$ cat src/rtl/tx_enable_sequencer_pkg.sv
// Shared definitions for the TX enable sequencer: state codes, stage bit
// positions and default timing parameters.
package tx_ctrl_pkg;

  typedef enum logic [2:0] {
    StIdle      = 3'd0,
    StRampUp    = 3'd1,
    StWaitValid = 3'd2,
    StRun       = 3'd3,
    StDrain     = 3'd4,
    StRampDown  = 3'd5,
    StError     = 3'd6
  } state_e;

  localparam int unsigned FRAME_GEN    = 0;
  localparam int unsigned ENCODER      = 1;
  localparam int unsigned CLOCK_COMP   = 2;
  localparam int unsigned SCRAMBLER    = 3;
  localparam int unsigned PC_1_20      = 4;
  localparam int unsigned AM_INSERTION = 5;

  localparam int unsigned DEFAULT_STEP_WAIT     = 4;
  localparam int unsigned DEFAULT_DRAIN_WAIT    = 64;
  localparam int unsigned DEFAULT_VALID_TIMEOUT = 1024;

  function automatic logic is_busy(input state_e s);
    return s inside {StRampUp, StWaitValid, StDrain, StRampDown};
  endfunction

endpackage

$ cat src/rtl/tx_enable_sequencer_if.sv
// Control/status bundle between the TX register block and the enable sequencer.
interface tx_enable_sequencer_if #(
  parameter int unsigned N_STAGES = 6
);
  logic                i_start;
  logic                i_stop;
  logic                i_clear_error;
  logic                i_valid;
  logic [N_STAGES-1:0] i_rf_enb;
  logic [N_STAGES-1:0] o_enb;
  logic                o_running;
  logic                o_busy;
  logic                o_error;
  logic [2:0]          o_state;

  modport slave (
    input  i_start, i_stop, i_clear_error, i_valid, i_rf_enb,
    output o_enb, o_running, o_busy, o_error, o_state
  );

  modport master (
    output i_start, i_stop, i_clear_error, i_valid, i_rf_enb,
    input  o_enb, o_running, o_busy, o_error, o_state
  );
endinterface

$ cat src/rtl/tx_enable_sequencer_seq_timer.sv
// Loadable saturating up-counter; done is high while the count has reached
// the target supplied by the current phase.
module seq_timer #(
  parameter int unsigned NB_TIMER = 16
) (
  input  logic                clk_i,
  input  logic                rst_ni,
  input  logic                load_i,
  input  logic [NB_TIMER-1:0] load_val_i,
  input  logic                inc_i,
  input  logic [NB_TIMER-1:0] target_i,
  output logic                done_o
);

  logic [NB_TIMER-1:0] count_q, count_d;

  always_comb begin
    count_d = count_q;
    if (load_i) begin
      count_d = load_val_i;
    end else if (inc_i && (count_q != '1)) begin
      count_d = count_q + NB_TIMER'(1);
    end
  end

  always_ff @(posedge clk_i or negedge rst_ni) begin
    if (!rst_ni) begin
      count_q <= '0;
    end else begin
      count_q <= count_d;
    end
  end

  assign done_o = (count_q >= target_i);

endmodule

$ cat src/rtl/tx_enable_sequencer.sv
// Brings TX datapath stage enables up sink-first and down source-first, and
// supervises the final-stage valid with a sticky timeout error.
module tx_enable_sequencer
  import tx_ctrl_pkg::*;
#(
  parameter int unsigned N_STAGES      = 6,
  parameter int unsigned NB_TIMER      = 16,
  parameter int unsigned STEP_WAIT     = DEFAULT_STEP_WAIT,
  parameter int unsigned DRAIN_WAIT    = DEFAULT_DRAIN_WAIT,
  parameter int unsigned VALID_TIMEOUT = DEFAULT_VALID_TIMEOUT
) (
  input  logic                  i_clock,
  input  logic                  i_reset,
  tx_enable_sequencer_if.slave  bus
);

  localparam logic [NB_TIMER-1:0] StepCnt    = NB_TIMER'(STEP_WAIT);
  localparam logic [NB_TIMER-1:0] DrainCnt   = NB_TIMER'(DRAIN_WAIT);
  localparam logic [NB_TIMER-1:0] TimeoutCnt = NB_TIMER'(VALID_TIMEOUT);
  localparam logic [NB_TIMER-1:0] TmrOne     = NB_TIMER'(1);
  localparam logic [N_STAGES-1:0] EnbLsb     = N_STAGES'(1);

  state_e              state_q, state_d;
  logic [N_STAGES-1:0] seq_q, seq_d;
  logic [N_STAGES-1:0] enb_q;
  logic                running_q, busy_q, error_q;

  logic                tmr_load, tmr_inc, tmr_done;
  logic [NB_TIMER-1:0] tmr_val, tmr_target;

  seq_timer #(
    .NB_TIMER(NB_TIMER)
  ) u_seq_timer (
    .clk_i     (i_clock),
    .rst_ni    (i_reset),
    .load_i    (tmr_load),
    .load_val_i(tmr_val),
    .inc_i     (tmr_inc),
    .target_i  (tmr_target),
    .done_o    (tmr_done)
  );

  always_comb begin
    state_d    = state_q;
    seq_d      = seq_q;
    tmr_load   = 1'b0;
    tmr_val    = '0;
    tmr_inc    = 1'b0;
    tmr_target = '0;

    case (state_q)
      StIdle: begin
        if (bus.i_start && !bus.i_stop) begin
          state_d             = StRampUp;
          seq_d               = '0;
          seq_d[AM_INSERTION] = 1'b1;
          tmr_load            = 1'b1;
          tmr_val             = TmrOne;
        end
      end

      StRampUp: begin
        tmr_target = StepCnt;
        tmr_load   = 1'b1;
        tmr_val    = TmrOne;
        if (bus.i_stop) begin
          // Frame generator is not on yet, so unwind without a drain phase.
          seq_d   = seq_q & (seq_q - EnbLsb);
          state_d = (seq_d == '0) ? StIdle : StRampDown;
        end else if (tmr_done) begin
          seq_d = seq_q | (seq_q >> 1);
          if (seq_d[FRAME_GEN]) begin
            state_d = StWaitValid;
            tmr_val = '0;
          end
        end else begin
          tmr_load = 1'b0;
          tmr_inc  = 1'b1;
        end
      end

      StWaitValid, StRun: begin
        tmr_target = TimeoutCnt;
        if (bus.i_stop) begin
          state_d          = StDrain;
          seq_d[FRAME_GEN] = 1'b0;
          tmr_load         = 1'b1;
          tmr_val          = TmrOne;
        end else if (tmr_done) begin
          state_d = StError;
          seq_d   = '0;
        end else if (bus.i_valid) begin
          state_d  = StRun;
          tmr_load = 1'b1;
        end else begin
          tmr_inc = 1'b1;
        end
      end

      StDrain: begin
        tmr_target = DrainCnt;
        if (tmr_done) begin
          seq_d    = seq_q & (seq_q - EnbLsb);
          state_d  = (seq_d == '0) ? StIdle : StRampDown;
          tmr_load = 1'b1;
          tmr_val  = TmrOne;
        end else begin
          tmr_inc = 1'b1;
        end
      end

      StRampDown: begin
        tmr_target = StepCnt;
        if (tmr_done) begin
          seq_d    = seq_q & (seq_q - EnbLsb);
          state_d  = (seq_d == '0) ? StIdle : StRampDown;
          tmr_load = 1'b1;
          tmr_val  = TmrOne;
        end else begin
          tmr_inc = 1'b1;
        end
      end

      StError: begin
        seq_d = '0;
        if (bus.i_clear_error) begin
          state_d = StIdle;
        end
      end

      default: begin
        state_d = StIdle;
        seq_d   = '0;
      end
    endcase
  end

  // Status flags are decoded from the next state so every output is a flop.
  always_ff @(posedge i_clock or negedge i_reset) begin
    if (!i_reset) begin
      state_q   <= StIdle;
      seq_q     <= '0;
      enb_q     <= '0;
      running_q <= 1'b0;
      busy_q    <= 1'b0;
      error_q   <= 1'b0;
    end else begin
      state_q   <= state_d;
      seq_q     <= seq_d;
      enb_q     <= seq_d & bus.i_rf_enb;
      running_q <= (state_d == StRun);
      busy_q    <= is_busy(state_d);
      error_q   <= (state_d == StError);
    end
  end

  assign bus.o_enb     = enb_q;
  assign bus.o_running = running_q;
  assign bus.o_busy    = busy_q;
  assign bus.o_error   = error_q;
  assign bus.o_state   = state_q;

endmodule
$ cat src/flat_wrapper.sv
// flat-port wrapper written by rule: the top's interface ports become plain ports
module tx_enable_sequencer_flat import tx_ctrl_pkg::*;
#(
  parameter int unsigned N_STAGES      = 6,
  parameter int unsigned NB_TIMER      = 16,
  parameter int unsigned STEP_WAIT     = DEFAULT_STEP_WAIT,
  parameter int unsigned DRAIN_WAIT    = DEFAULT_DRAIN_WAIT,
  parameter int unsigned VALID_TIMEOUT = DEFAULT_VALID_TIMEOUT
)
  (i_clock, i_reset, bus_i_start, bus_i_stop, bus_i_clear_error, bus_i_valid, bus_i_rf_enb, bus_o_enb, bus_o_running, bus_o_busy, bus_o_error, bus_o_state);
  tx_enable_sequencer_if #(.N_STAGES(N_STAGES)) bus_i ();
  input  logic i_clock;
  input  logic i_reset;
  input wire logic [$bits(bus_i.i_start)-1:0] bus_i_start;
  input wire logic [$bits(bus_i.i_stop)-1:0] bus_i_stop;
  input wire logic [$bits(bus_i.i_clear_error)-1:0] bus_i_clear_error;
  input wire logic [$bits(bus_i.i_valid)-1:0] bus_i_valid;
  input wire logic [$bits(bus_i.i_rf_enb)-1:0] bus_i_rf_enb;
  output wire logic [$bits(bus_i.o_enb)-1:0] bus_o_enb;
  output wire logic [$bits(bus_i.o_running)-1:0] bus_o_running;
  output wire logic [$bits(bus_i.o_busy)-1:0] bus_o_busy;
  output wire logic [$bits(bus_i.o_error)-1:0] bus_o_error;
  output wire logic [$bits(bus_i.o_state)-1:0] bus_o_state;
  assign bus_i.i_start = bus_i_start;
  assign bus_i.i_stop = bus_i_stop;
  assign bus_i.i_clear_error = bus_i_clear_error;
  assign bus_i.i_valid = bus_i_valid;
  assign bus_i.i_rf_enb = bus_i_rf_enb;
  assign bus_o_enb = bus_i.o_enb;
  assign bus_o_running = bus_i.o_running;
  assign bus_o_busy = bus_i.o_busy;
  assign bus_o_error = bus_i.o_error;
  assign bus_o_state = bus_i.o_state;
  tx_enable_sequencer #(.N_STAGES(N_STAGES), .NB_TIMER(NB_TIMER), .STEP_WAIT(STEP_WAIT), .DRAIN_WAIT(DRAIN_WAIT), .VALID_TIMEOUT(VALID_TIMEOUT)) u_core (.i_clock(i_clock), .i_reset(i_reset), .bus(bus_i));
endmodule
$ cat config.mk
export PLATFORM = sky130hd
export DESIGN_NAME = tx_enable_sequencer_flat
export DESIGN_NICKNAME = d
export VERILOG_FILES = /design/src/rtl/tx_enable_sequencer_pkg.sv /design/src/rtl/tx_enable_sequencer_if.sv /design/src/rtl/tx_enable_sequencer_seq_timer.sv /design/src/rtl/tx_enable_sequencer.sv /design/src/flat_wrapper.sv
export SDC_FILE = /design/constraint.sdc
export NUM_CORES = 1
export LEC_CHECK = 0
export CAP_MARGIN = 10
export CORE_MARGIN = 2
export CORE_UTILIZATION = 60
export DETAILED_ROUTE_END_ITERATION = 10
export PLACE_DENSITY = 0.85
export SYNTH_ARGS = -nofsm -noshare
export SYNTH_HDL_FRONTEND = slang
export SYNTH_SLANG_ARGS = --single-unit
$ cat constraint.sdc
create_clock -name i_clock -period 4.4 [get_ports i_clock]
set_input_delay 0.88 -clock i_clock [delete_from_list [all_inputs] [get_ports i_clock]]
set_output_delay 0.88 -clock i_clock [all_outputs]
set_load 0.05 [all_outputs]
Yosys cells after proc, flatten, opt, wreduce, memory -nomap -nowiden. Cells that the tools add are included.

Bits in registers: 34. Input port bits: 12. Output and inout bits: 12. Word-level logic and storage cells: 78.

Add/sub/neg operators: 2. Order comparisons: 1. Equality and inequality tests: 13. Multiplexer cells: 42. Bitwise gates (word level): 3. Reductions and logical operators: 10.

Operators with widths (number): 2-to-1 mux 16 bit (4); one-hot mux 16 bit (4 select lines) (1); one-hot mux 11 bit (3 select lines) (1); 2-to-1 mux 3 bit (10); 2-to-1 mux 6 bit (5); one-hot mux 6 bit (4 select lines) (1); equality test 3 bit (second input constant) (6); adder 16 x 1 -> 16 bit (second input constant) (1); greater-or-equal comparator 16 bit (1); 2-to-1 mux 1 bit (16); != test 16 bit (second input constant) (1); one-hot mux 3 bit (5 select lines) (1); bitwise AND 6 bit (2); equality test 3 x 2 -> 1 bit (second input constant) (4); equality test 3 x 1 -> 1 bit (second input constant) (2); logical NOT 6 bit (1); bitwise OR 6 x 5 -> 6 bit (1); OR reduction 2 bit (3); subtractor 6 x 1 -> 6 bit (second input constant) (1); 2-to-1 mux 5 bit (1); one-hot mux 1 bit (4 select lines) (1); nonzero test 4 bit (1); logical NOT 3 bit (1); one-hot mux 1 bit (3 select lines) (1); 3 further kinds (4).

Logic depth before layout (Yosys ltp). Gate-level depths: netlist (run 1).

Depth in word-level cells: 10. Mapped depth: 12. Gate-level depth less buffers: 9.

Cells and area by module. A second synthesis (run 1) with hierarchy kept.

Cells, all modules: 295. Area total of the unflattened synthesis: 2572.5 sq um.

Modules (own cells, without submodules): seq_timer (instances 1, cells each 171, area each 1432.6 sq um, seq. area each 400.4 sq um); tx_enable_sequencer (instances 1, cells each 124, area each 1139.8 sq um, seq. area each 450.4 sq um).

Worst setup path after synthesis (run 1). No wires, ideal clock.

Path kind: register to register. Start: register u_core.state_q[2], in the netlist u_core.bus.o_state[2]. End: register u_core.u_seq_timer.count_q[2]. Library setup time: 0.072 ns. Arrival: 2.624 ns. Data required time: 4.328 ns. Slack: 1.704 ns. Cell stages (with the launch flop): 12. Buffers on the path: 3. Period minus slack after synthesis: 2.696 ns. Cells stage by stage: dfrtp_1 clkbuf_1 nand2_1 ha_1 o41ai_2 and3_1 buf_2 a21oi_1 o31ai_2 nand2_1 buf_2 nor2_1.

Word-level cells in the longest chain between the ends: 9. Elaborated cells between the ends (all ways): 25. Classes of those cells: order compare: 1; eq/ne: 5; mux: 13; reduce/logical: 6.

RTL lines: start, declared (line tx_enable_sequencer.sv:23) `state_e state_q, state_d;`; start signal, assigned (line tx_enable_sequencer.sv:141) `state_q <= StIdle;`; start signal, assigned (line tx_enable_sequencer.sv:148) `state_q <= state_d;`; equality test 3 x 1 -> 1 bit (tied with other cells) (line tx_enable_sequencer.sv:51) `case (state_q)`; OR reduction 2 bit, on equally long branches; one-hot mux 11 bit (3 select lines) (line tx_enable_sequencer.sv:51); greater-or-equal comparator 16 bit (line tx_enable_sequencer_seq_timer.sv:34) `assign done_o = (count_q >= target_i);`; 2-to-1 mux 1 bit, on equally long branches; 2-to-1 mux 1 bit, on equally long branches (line tx_enable_sequencer.sv:84, tx_enable_sequencer.sv:66); one-hot mux 1 bit (3 select lines) (line tx_enable_sequencer.sv:51); logical AND 1 bit (line tx_enable_sequencer_seq_timer.sv:21) `end else if (inc_i && (count_q != '1)) begin`; nonzero test 2 bit (no line); end signal, assigned (line tx_enable_sequencer_seq_timer.sv:30) `count_q <= count_d;`; end, declared (line tx_enable_sequencer_seq_timer.sv:15) `logic [NB_TIMER-1:0] count_q, count_d;`.

Parallel ways exist; a longest one is shown, timed or not. A chain may end at the register's enable or synchronous reset.

Final worst setup path (run 1).
Start: register u_core.state_q[1], in the netlist u_core.bus.o_state[1]. End: register u_core.u_seq_timer.count_q[11].

The elaborated chain is that of the path after synthesis.

==> out/metrics.cfg, run 1 <==
[timing]
fin_crit_ps = 3170
rsz0062_at_grt = false
fin_skew_ps = 7.13
hold_violations = 0
relSlewSlack_pct = 43.4
setup_tns_ps = 0
worstMarginPinSlew_ps = 842
min_period_over_period_pct = 72.0
slew_viol_final = 0
setup_viol = 0
fin_ws_ps = 1230
max_freq_mhz = 316

[power]
p_clk_share_pct = 20.2
p_sw_share_pct = 42.2
powerDensity_nw_per_um2 = 453
pwr-share-seq_pct = 35.8
intPower_mw = 0.628
p_comb_share_pct = 44.0
p_switching_mw = 0.458
cellLeakagePower_nw = 1.07
peakVddDrop_v = 0.000216

[clock_network]
cts_sinks = 34
clk_latency_ps = 340
cts_made_buffers = 5
postCtsSetupBuffers = 0
cts_repair_resize_count = 0
cts-htree-levels = 2
cts.reportedPaths.clkPinSlew_ps = 100
cts_buffer_depth = 2
cts_hold_buffers = 0
clock-root-buffer = clkbuf_4
cts_tree = built

[cells_and_area]
diodes = 0
nets = 264
final_util_pct = 72.5
drive_gt1_share_pct = 11.3
syn_to_final_growth_pct = 16.8

[route]
wl_per_cell_um = 14.8
drt_pass1_iterations = 5
avgViaCountPerCell = 6.09
route.detailed.drc = 0
drt-initial-drc-count = 193
num_vias = 1791
drt-total-wl_um = 4360
ant_nets = 0

[worst_setup_path]
worstPathRequired_ps = 4660
arrival_ps = 3430
worst-setup-path-type = reg -> reg
ff2ff_setup_slack_ps = 1230
endpoint_kind = flop
crit_start = u_core.bus.o_state[1]
r2r_start = u_core.bus.o_state[1]
cp-start-kind = flop
worstPathMaxFanout = 17

[floorplan]
die_x_um = 62.5
die-area_sq_um = 3910
core-area_sq_um = 3310
fp.dieH_um = 62.5
start_util_pct = 62.1
io_pins = 24
fp-row-count = 21

[hold_path]
hp-start = u_core.u_seq_timer.count_q[13]
hp-class = reg -> reg

[global_route]
grt_use_total_pct = 24.2
grt_pass1_wl_um = 7570
grt-ovfl-total = 0
antenna_found_initial = 0
grt_start_max_net_pins = 35
grt_pass1_vias = 1588

[outcome]
outcome = finished, final reports clean

[logic_synthesis]
synth.distinct_cells = 50
synth_seq_area_share_pct = 41.4
netlist_area_sq_um = 2050
synth-async-reset-ratio_pct = 100
syn_nets = 239
yosysWarningCount = 0
ys_ff_latch = 34
synth_edf_count = 0
ys.flop_type = dfrtp_1
postSynthCellCount = 222
avgSynthCellArea_sq_um = 9.25

[placed_design]
portBuffers = 23
place.gp.congestion = 0.998
place_ws_ps = 1170
dp_hpwl_um = 3180

[flow_run]
cap_violations = 0

-- sequential cells by signal, summed over array words and instances (netlist names) --
register                    count
u_core.u_seq_timer.count_q     16
u_core.bus.o_enb                6
u_core.seq_q                    6
u_core.bus.o_state              3
u_core.bus.o_busy               1
u_core.bus.o_error              1
u_core.bus.o_running            1
-- through the flow --
| step | power (mW) | hold WS [ps] | instances | instance area [sq um] |
|---|---|---|---|---|
| final | 1.09 | 525 | 294 | 2400 |
| after global routing | 1.16 | 556 | 294 | 2400 |
| after CTS | 1.08 | 526 | 294 | 2400 |
| after detailed placement | 0.860 | 495 | 286 | 2320 |
| after global placement | 0.852 | 497 | 286 | 2320 |
| after floorplan | 0.743 | 477 | 222 | 2050 |
-- final cells by class --
type	count	area, sq um
Tap cell	46	57.6
Multi-Input combinational cell	169	1130
Inverter	13	48.8
Sequential cell	34	851
Fill cell	251	911
Clock inverter	3	40.0
Timing Repair Buffer	24	238
Clock buffer	5	37.5
-- cell usage in the layout, fill, tap and decap left out, types with 5 or more instances in the layout --
cell type and n:
dfrtp_1 34, nor2_1 27, clkdlybuf4s50_1 23, nand2_1 18, o21ai_0 14, inv_1 13
a21oi_1 12, and3_1 10, xor2_1 7, nor3_1 6, and2_1 6, ha_1 5
clkbuf_4 5
-- path summary, 6_finish.rpt --
check / cells after the start / endpoint
setup / recovery: 9 / u_core.u_seq_timer.count_q[11]
hold / removal: 1 / u_core.u_seq_timer.count_q[13]
setup reg to reg: 9 / u_core.u_seq_timer.count_q[11]
hold reg to reg: 1 / u_core.u_seq_timer.count_q[13]
max in group asynchronous: 2 / u_core.u_seq_timer.count_q[5]
min in group asynchronous: 2 / u_core.u_seq_timer.count_q[2]
-- routing by layer --
| layer | track usage, % | vias to the layer above | share of wire [%] |
|---|---|---|---|
| li1 | - | 846 | - |
| met1 | 36.1 | 837 | 47 |
| met2 | 34.8 | 95 | 43 |
| met3 | 5.95 | 13 | 8.8 |
| met4 | 7.22 | 0 | 1.5 |
| met5 | 0 | - | 0 |
-- power by group through the flow --
stage	clock network [mW]	registers, mW	logic [mW]
2_1_floorplan	0	0.432	0.311
3_3_place_gp	0	0.394	0.459
3_5_place_dp	0	0.394	0.466
4_1_cts	0.226	0.388	0.471
5_1_grt	0.243	0.394	0.524
6_report	0.219	0.389	0.478
-- critical path, cell delays in order, from the launching register on --
cell     delay, ps
dfrtp_1        670
nor2b_1        320
inv_1          100
ha_1           330
nand2_1         90
a21oi_2        420
nor3_1         130
o31ai_2        440
nand2_1        370
nor2_1         230
-- synthesized netlist by cell type (2+ instances only) --
cell type | instances | area, sq um
dfrtp_1 | 34 | 851
nor2_1 | 27 | 101
nand2_1 | 18 | 67.6
o21ai_0 | 14 | 70.1
inv_1 | 13 | 48.8
a21oi_1 | 12 | 60.1
and3_1 | 10 | 62.6
xor2_1 | 7 | 61.3
and2_1 | 6 | 37.5
nor3_1 | 6 | 30.0
ha_1 | 5 | 62.6
a21boi_0 | 4 | 30.0
buf_2 | 4 | 20.0
nand4_1 | 4 | 25.0
nor2b_1 | 4 | 25.0
xnor2_1 | 4 | 35.0
nand2b_1 | 3 | 18.8
nand3_1 | 3 | 15.0
o21a_1 | 3 | 22.5
a211o_2 | 2 | 20.0
a211oi_1 | 2 | 15.0
a21o_1 | 2 | 15.0
a22oi_1 | 2 | 15.0
a311oi_1 | 2 | 17.5
clkbuf_1 | 2 | 7.51
nor3b_2 | 2 | 25.0
nor4_1 | 2 | 12.5
o211ai_1 | 2 | 15.0
o21ai_1 | 2 | 10.0
-- logic make-up after synthesis --
| logic type | after synthesis | share of synthesized area, % |
|---|---|---|
| buffers and inverters | 19 | 3.72 |
| XOR/XNOR | 11 | 4.69 |
| flip-flops | 34 | 41.4 |
| AO/OA/AOI/OAI | 63 | 24.0 |
| AND/OR/NAND/NOR | 90 | 23.1 |
| adder cells (fa/ha/maj) | 5 | 3.05 |
Power figures use the tool's default switching activity.
==> run 2, diff against run 1 <==
CORE_UTILIZATION = 50   (was 60)
PLACE_DENSITY = 0.75   (was 0.85)
clock period = 2.6 ns   (was 4.4 ns; I/O delays follow)
==> run 2 against run 1 <==
Compared with the run above:
- final area rose by 9.8%
- critical path type unchanged
- sequential power grew 66%
- wire length increased by 16%
- clock skew up 0.72 ps
- sequential share of layout area down 3.0 points
- first-iteration DRC count is 7.3% lower
==> out/metrics.cfg, run 2 (synthesis gave the netlist of run 1 again) <==
[floorplan]
io_pins = 24
core-area_sq_um = 3970
start_util_pct = 51.7
fp-row-count = 23
die-area_sq_um = 4640
die_x_um = 68.1
fp.dieH_um = 68.1

[cells_and_area]
final_common_cell = dfrtp_1
syn_to_final_growth_pct = 28.3
largest-register = u_core.u_seq_timer.count_q
nets = 289
fillers = 320
final_cell_mix = dfrtp_1, nor2_1, buf_4
largest_reg_flops = 16
final_area_sq_um = 2640
drive_gt1_share_pct = 22.0
diodes = 0

[worst_setup_path]
worstPathMaxFanout = 9
cpMaxStageDelayCell = dfrtp_2
endpoint_kind = flop
path_cells = nor2_1 > nand2_1 > ha_1 > o41ai_2 > nand3_2 > buf_4 > nor3_1 > o31ai_2 > buf_4 > a211oi_1 > o21ai_1
worstPathRequired_ps = 2760
cp-start-kind = flop
cp_top_family = compound AO/OA/AOI/OAI gates
crit_top_cell = buf_4
cp_slowest_stage_delay_ps = 460
path_buf_inv = 2
arrival_ps = 2640
worst-setup-path-type = reg -> reg

[route]
ant_nets = 0
drt-total-wl_um = 5060
drt-initial-drc-count = 179
num_vias = 1847
route.detailed.drc = 0
avgViaCountPerCell = 5.72
wl_per_cell_um = 15.7
drt_pass1_iterations = 4

[timing]
fin_skew_ps = 7.85
fin_crit_ps = 2480
max_freq_mhz = 403
hold_violations = 0
fin_ws_ps = 120
min_period_over_period_pct = 95.4
setup_viol = 0
relSlewSlack_pct = 54.1
worstMarginPinSlew_ps = 687
slew_viol_final = 0

[placed_design]
place_ws_ps = 72.6
place.gp.congestion = 0.995
dp_hpwl_um = 3850
placed_area_sq_um = 2520
portBuffers = 23

[hold_path]
hp-class = reg -> reg

[clock_network]
clk_latency_ps = 290
cts-htree-levels = 2
clock-root-buffer = clkbuf_8
cts_sinks = 34
cts.reportedPaths.clkPinSlew_ps = 80
cts_hold_buffers = 0
cts_made_buffers = 5
cts_tree = built
cts_buffer_depth = 2

[global_route]
antenna_found_initial = 0
grt_pass1_vias = 1838
grt-ovfl-total = 0
grt_start_max_net_pins = 23
grt_pass1_wl_um = 8380
grt_use_total_pct = 24.5

[flow_run]
cap_violations = 0

[power]
power_mw = 2.06
powerDensity_nw_per_um2 = 782
cellLeakagePower_nw = 1.20
peakVddDrop_v = 0.000388

[outcome]
outcome = finished, final reports clean

-- run 2: cell types whose count changed in the layout (fill, tap and decap cells not counted), sizes merged --
cell,change
bufinv,-1
buf,+25
clkinvlp,+1
-- run 2: power by group --
group | switching, mW | internal (mW)
clock | 0.203 | 0.188
combinational | 0.604 | 0.420
sequential | 0.0584 | 0.587
total | 0.865 | 1.20
-- run 2: final timing paths --
| path | startpoint | slack, ps | to | cells after the start |
|---|---|---|---|---|
| setup / recovery | u_core.bus.o_state[1] | 120 | u_core.u_seq_timer.count_q[0] | 11 |
| hold / removal | u_core.u_seq_timer.count_q[13] | 530 | u_core.u_seq_timer.count_q[13] | 1 |
| setup reg to reg | u_core.bus.o_state[1] | 120 | u_core.u_seq_timer.count_q[0] | 11 |
| hold reg to reg | u_core.u_seq_timer.count_q[13] | 530 | u_core.u_seq_timer.count_q[13] | 1 |
| max in group asynchronous | i_reset | 1410 | u_core.bus.o_enb[2] | 2 |
| min in group asynchronous | i_reset | 640 | u_core.u_seq_timer.count_q[9] | 1 |
-- run 2: what timing repair did --
item,4_1_cts,5_1_grt
resized for setup,0,5
setup endpoints to repair,0,22
setup buffers,0,2
-- run 2: routing by layer --
metal / vias up / part of all wire (%) / GRT usage [%]
li1: 889 / - / -
met1: 859 / 46 / 34.0
met2: 88 / 44 / 37.4
met3: 11 / 7.4 / 4.28
met4: 0 / 2.5 / 11.3
met5: - / 0 / 0
-- run 2: final cells by class --
| cell class | instances | area [sq um] | share of cell area (%) |
|---|---|---|---|
| Multi-Input combinational cell | 169 | 1140 | 43.3 |
| Sequential cell | 34 | 855 | 32.4 |
| Timing Repair Buffer | 49 | 438 | 16.6 |
| Clock buffer | 5 | 68.8 | 2.61 |
| Tap cell | 50 | 62.6 | 2.37 |
| Inverter | 13 | 48.8 | 1.85 |
| Clock inverter | 3 | 21.3 | 0.807 |
-- run 2: through the flow --
stage,hold WS [ps],util [%],std cells,TNS [ps]
after detailed placement,500,63.4,313,0
after global routing,557,66.4,323,-17.8
after global placement,497,63.4,313,0
final,531,66.4,323,0
after floorplan,224,-,222,0
after CTS,523,65.6,321,0
==> run 3, diff against run 2 <==
CAP_MARGIN = 25   (was 10)
CORE_UTILIZATION = 57   (was 50)
DONT_BUFFER_PORTS = 1   (was unset)
==> run 3 against run 2 <==
Compared with the run above:
- total power shrank 6.5%
- global-route usage grew 1.8 points
- maximum frequency shrank 0.52%
- largest power group unchanged
==> out/metrics.cfg, run 3 (synthesis gave the netlist of run 1 again) <==
[power]
power_mw = 1.93
peakVddDrop_v = 0.000429
p_clk_share_pct = 20.1
p_comb_share_pct = 43.5
p_sw_share_pct = 42.6
powerDensity_nw_per_um2 = 827
p_switching_mw = 0.820
pwr-share-seq_pct = 36.3
intPower_mw = 1.11
cellLeakagePower_nw = 1.08

[route]
num_vias = 1741
drt-initial-drc-count = 154
route.detailed.drc = 0
ant_nets = 0
avgViaCountPerCell = 6.07
drt-total-wl_um = 4880
drt_pass1_iterations = 4
wl_per_cell_um = 17.0

[outcome]
outcome = finished, final reports clean

[floorplan]
die_x_um = 64.0
fp.dieH_um = 64.0
io_pins = 24
core-area_sq_um = 3390
start_util_pct = 60.6
die-area_sq_um = 4100
fp-row-count = 21

[timing]
rsz0062_at_grt = false
hold_violations = 0
slew_viol_final = 0
setup_tns_ps = 0
fin_skew_ps = 7.79
worstMarginPinSlew_ps = 607
fin_crit_ps = 2490
setup_viol = 0
min_period_over_period_pct = 95.9
max_freq_mhz = 401
relSlewSlack_pct = 59.2

[clock_network]
cts_sinks = 34
cts_tree = built
cts_buffer_depth = 2
cts_made_buffers = 5
clock-root-buffer = clkbuf_4
cts-htree-levels = 2
clk_latency_ps = 350
cts.reportedPaths.clkPinSlew_ps = 110

[placed_design]
dp_cells = 275
place.gp.congestion = 0.990
placed_area_sq_um = 2190
portBuffers = 0
dp_hpwl_um = 3600

[worst_setup_path]
cp-start-kind = flop
endpoint_kind = flop
ff2ff_setup_slack_ps = 110
arrival_ps = 2770
worstPathRequired_ps = 2870
worst-setup-path-type = reg -> reg
worstPathMaxFanout = 8

[flow_run]
cap_violations = 0

[global_route]
grt_pass1_wl_um = 8350
grt_start_max_net_pins = 35
antenna_found_initial = 0
grt_use_total_pct = 26.3
grt_pass1_vias = 1749
grt-ovfl-total = 0

[cells_and_area]
final_util_pct = 68.7
final_cell_mix = dfrtp_1, nor2_1, nand2_1
final_common_cell = dfrtp_1
syn_to_final_growth_pct = 13.4
final_cells = 287
final_area_sq_um = 2330
nets = 257
diodes = 0
largest-register = u_core.u_seq_timer.count_q
drive_gt1_share_pct = 20.7
largest_reg_flops = 16

[hold_path]
hp-class = in -> reg

[run 3: power by group through the flow]
stage,Clock [mW],Combinational (mW),Sequential [mW]
6_report,0.388,0.839,0.700
5_1_grt,0.411,0.914,0.710
4_1_cts,0.389,0.806,0.699
3_5_place_dp,0,0.785,0.710
3_3_place_gp,0,0.779,0.708
2_1_floorplan,0,0.526,0.733
[run 3: layout make-up]
type	instances	area, sq um
inverter	13	48.8
multi-input combinational	169	1150
tap	46	57.6
sequential	34	855
clock buffer	5	37.5
clock inverter	3	40.0
fill	272	1060
timing repair buffer	17	143
[run 3: critical path, cell delays in order (launching register included)]
cell,delay (ps)
dfrtp_2,450
nor2_1,150
nand2_1,80
ha_1,210
o41ai_2,310
nand3_2,90
buf_4,200
a2111oi_4,310
buf_4,200
nand4_1,110
xor2_1,160
nor2_1,130
[run 3: path summary, 6_finish.rpt]
kind                                           startpoint                        endpoint  cells after the start
max                                 u_core.bus.o_state[1]   u_core.u_seq_timer.count_q[8]                     11
max in group asynchronous                         i_reset           u_core.bus.o_state[0]                      2
min reg2reg                u_core.u_seq_timer.count_q[13]  u_core.u_seq_timer.count_q[13]                      1
max reg2reg                         u_core.bus.o_state[1]   u_core.u_seq_timer.count_q[8]                     11
min in group asynchronous                         i_reset   u_core.u_seq_timer.count_q[0]                      2
min                                       bus_i_rf_enb[0]             u_core.bus.o_enb[0]                      1
[run 3: timing repair]
| action | in CTS | in global routing |
|---|---|---|
| hold endpoints to repair | 34 | 0 |
| gates resized for setup | 0 | 7 |
| hold buffers | 2 | 0 |
| endpoints found under the setup margin | 0 | 18 |
| setup buffers | 0 | 2 |
[run 3: per-stage QoR]
| stage | hold slack, ps | worst slack, ps |
|---|---|---|
| after global routing | 290 | 6.00 |
| after CTS | 291 | 14.6 |
| after detailed placement | 225 | 51.0 |
| final | 294 | 107 |
| after global placement | 225 | 188 |
| after floorplan | 224 | 37.3 |
[run 3: metal layers]
metal	wire, um	GRT usage (%)	vias up	share of wire [%]
met5	0	0	-	0
met4	74	9.78	0	1.5
met3	335	4.23	10	6.9
met2	2160	40.2	65	44
met1	2300	37.6	840	47
li1	-	-	826	-
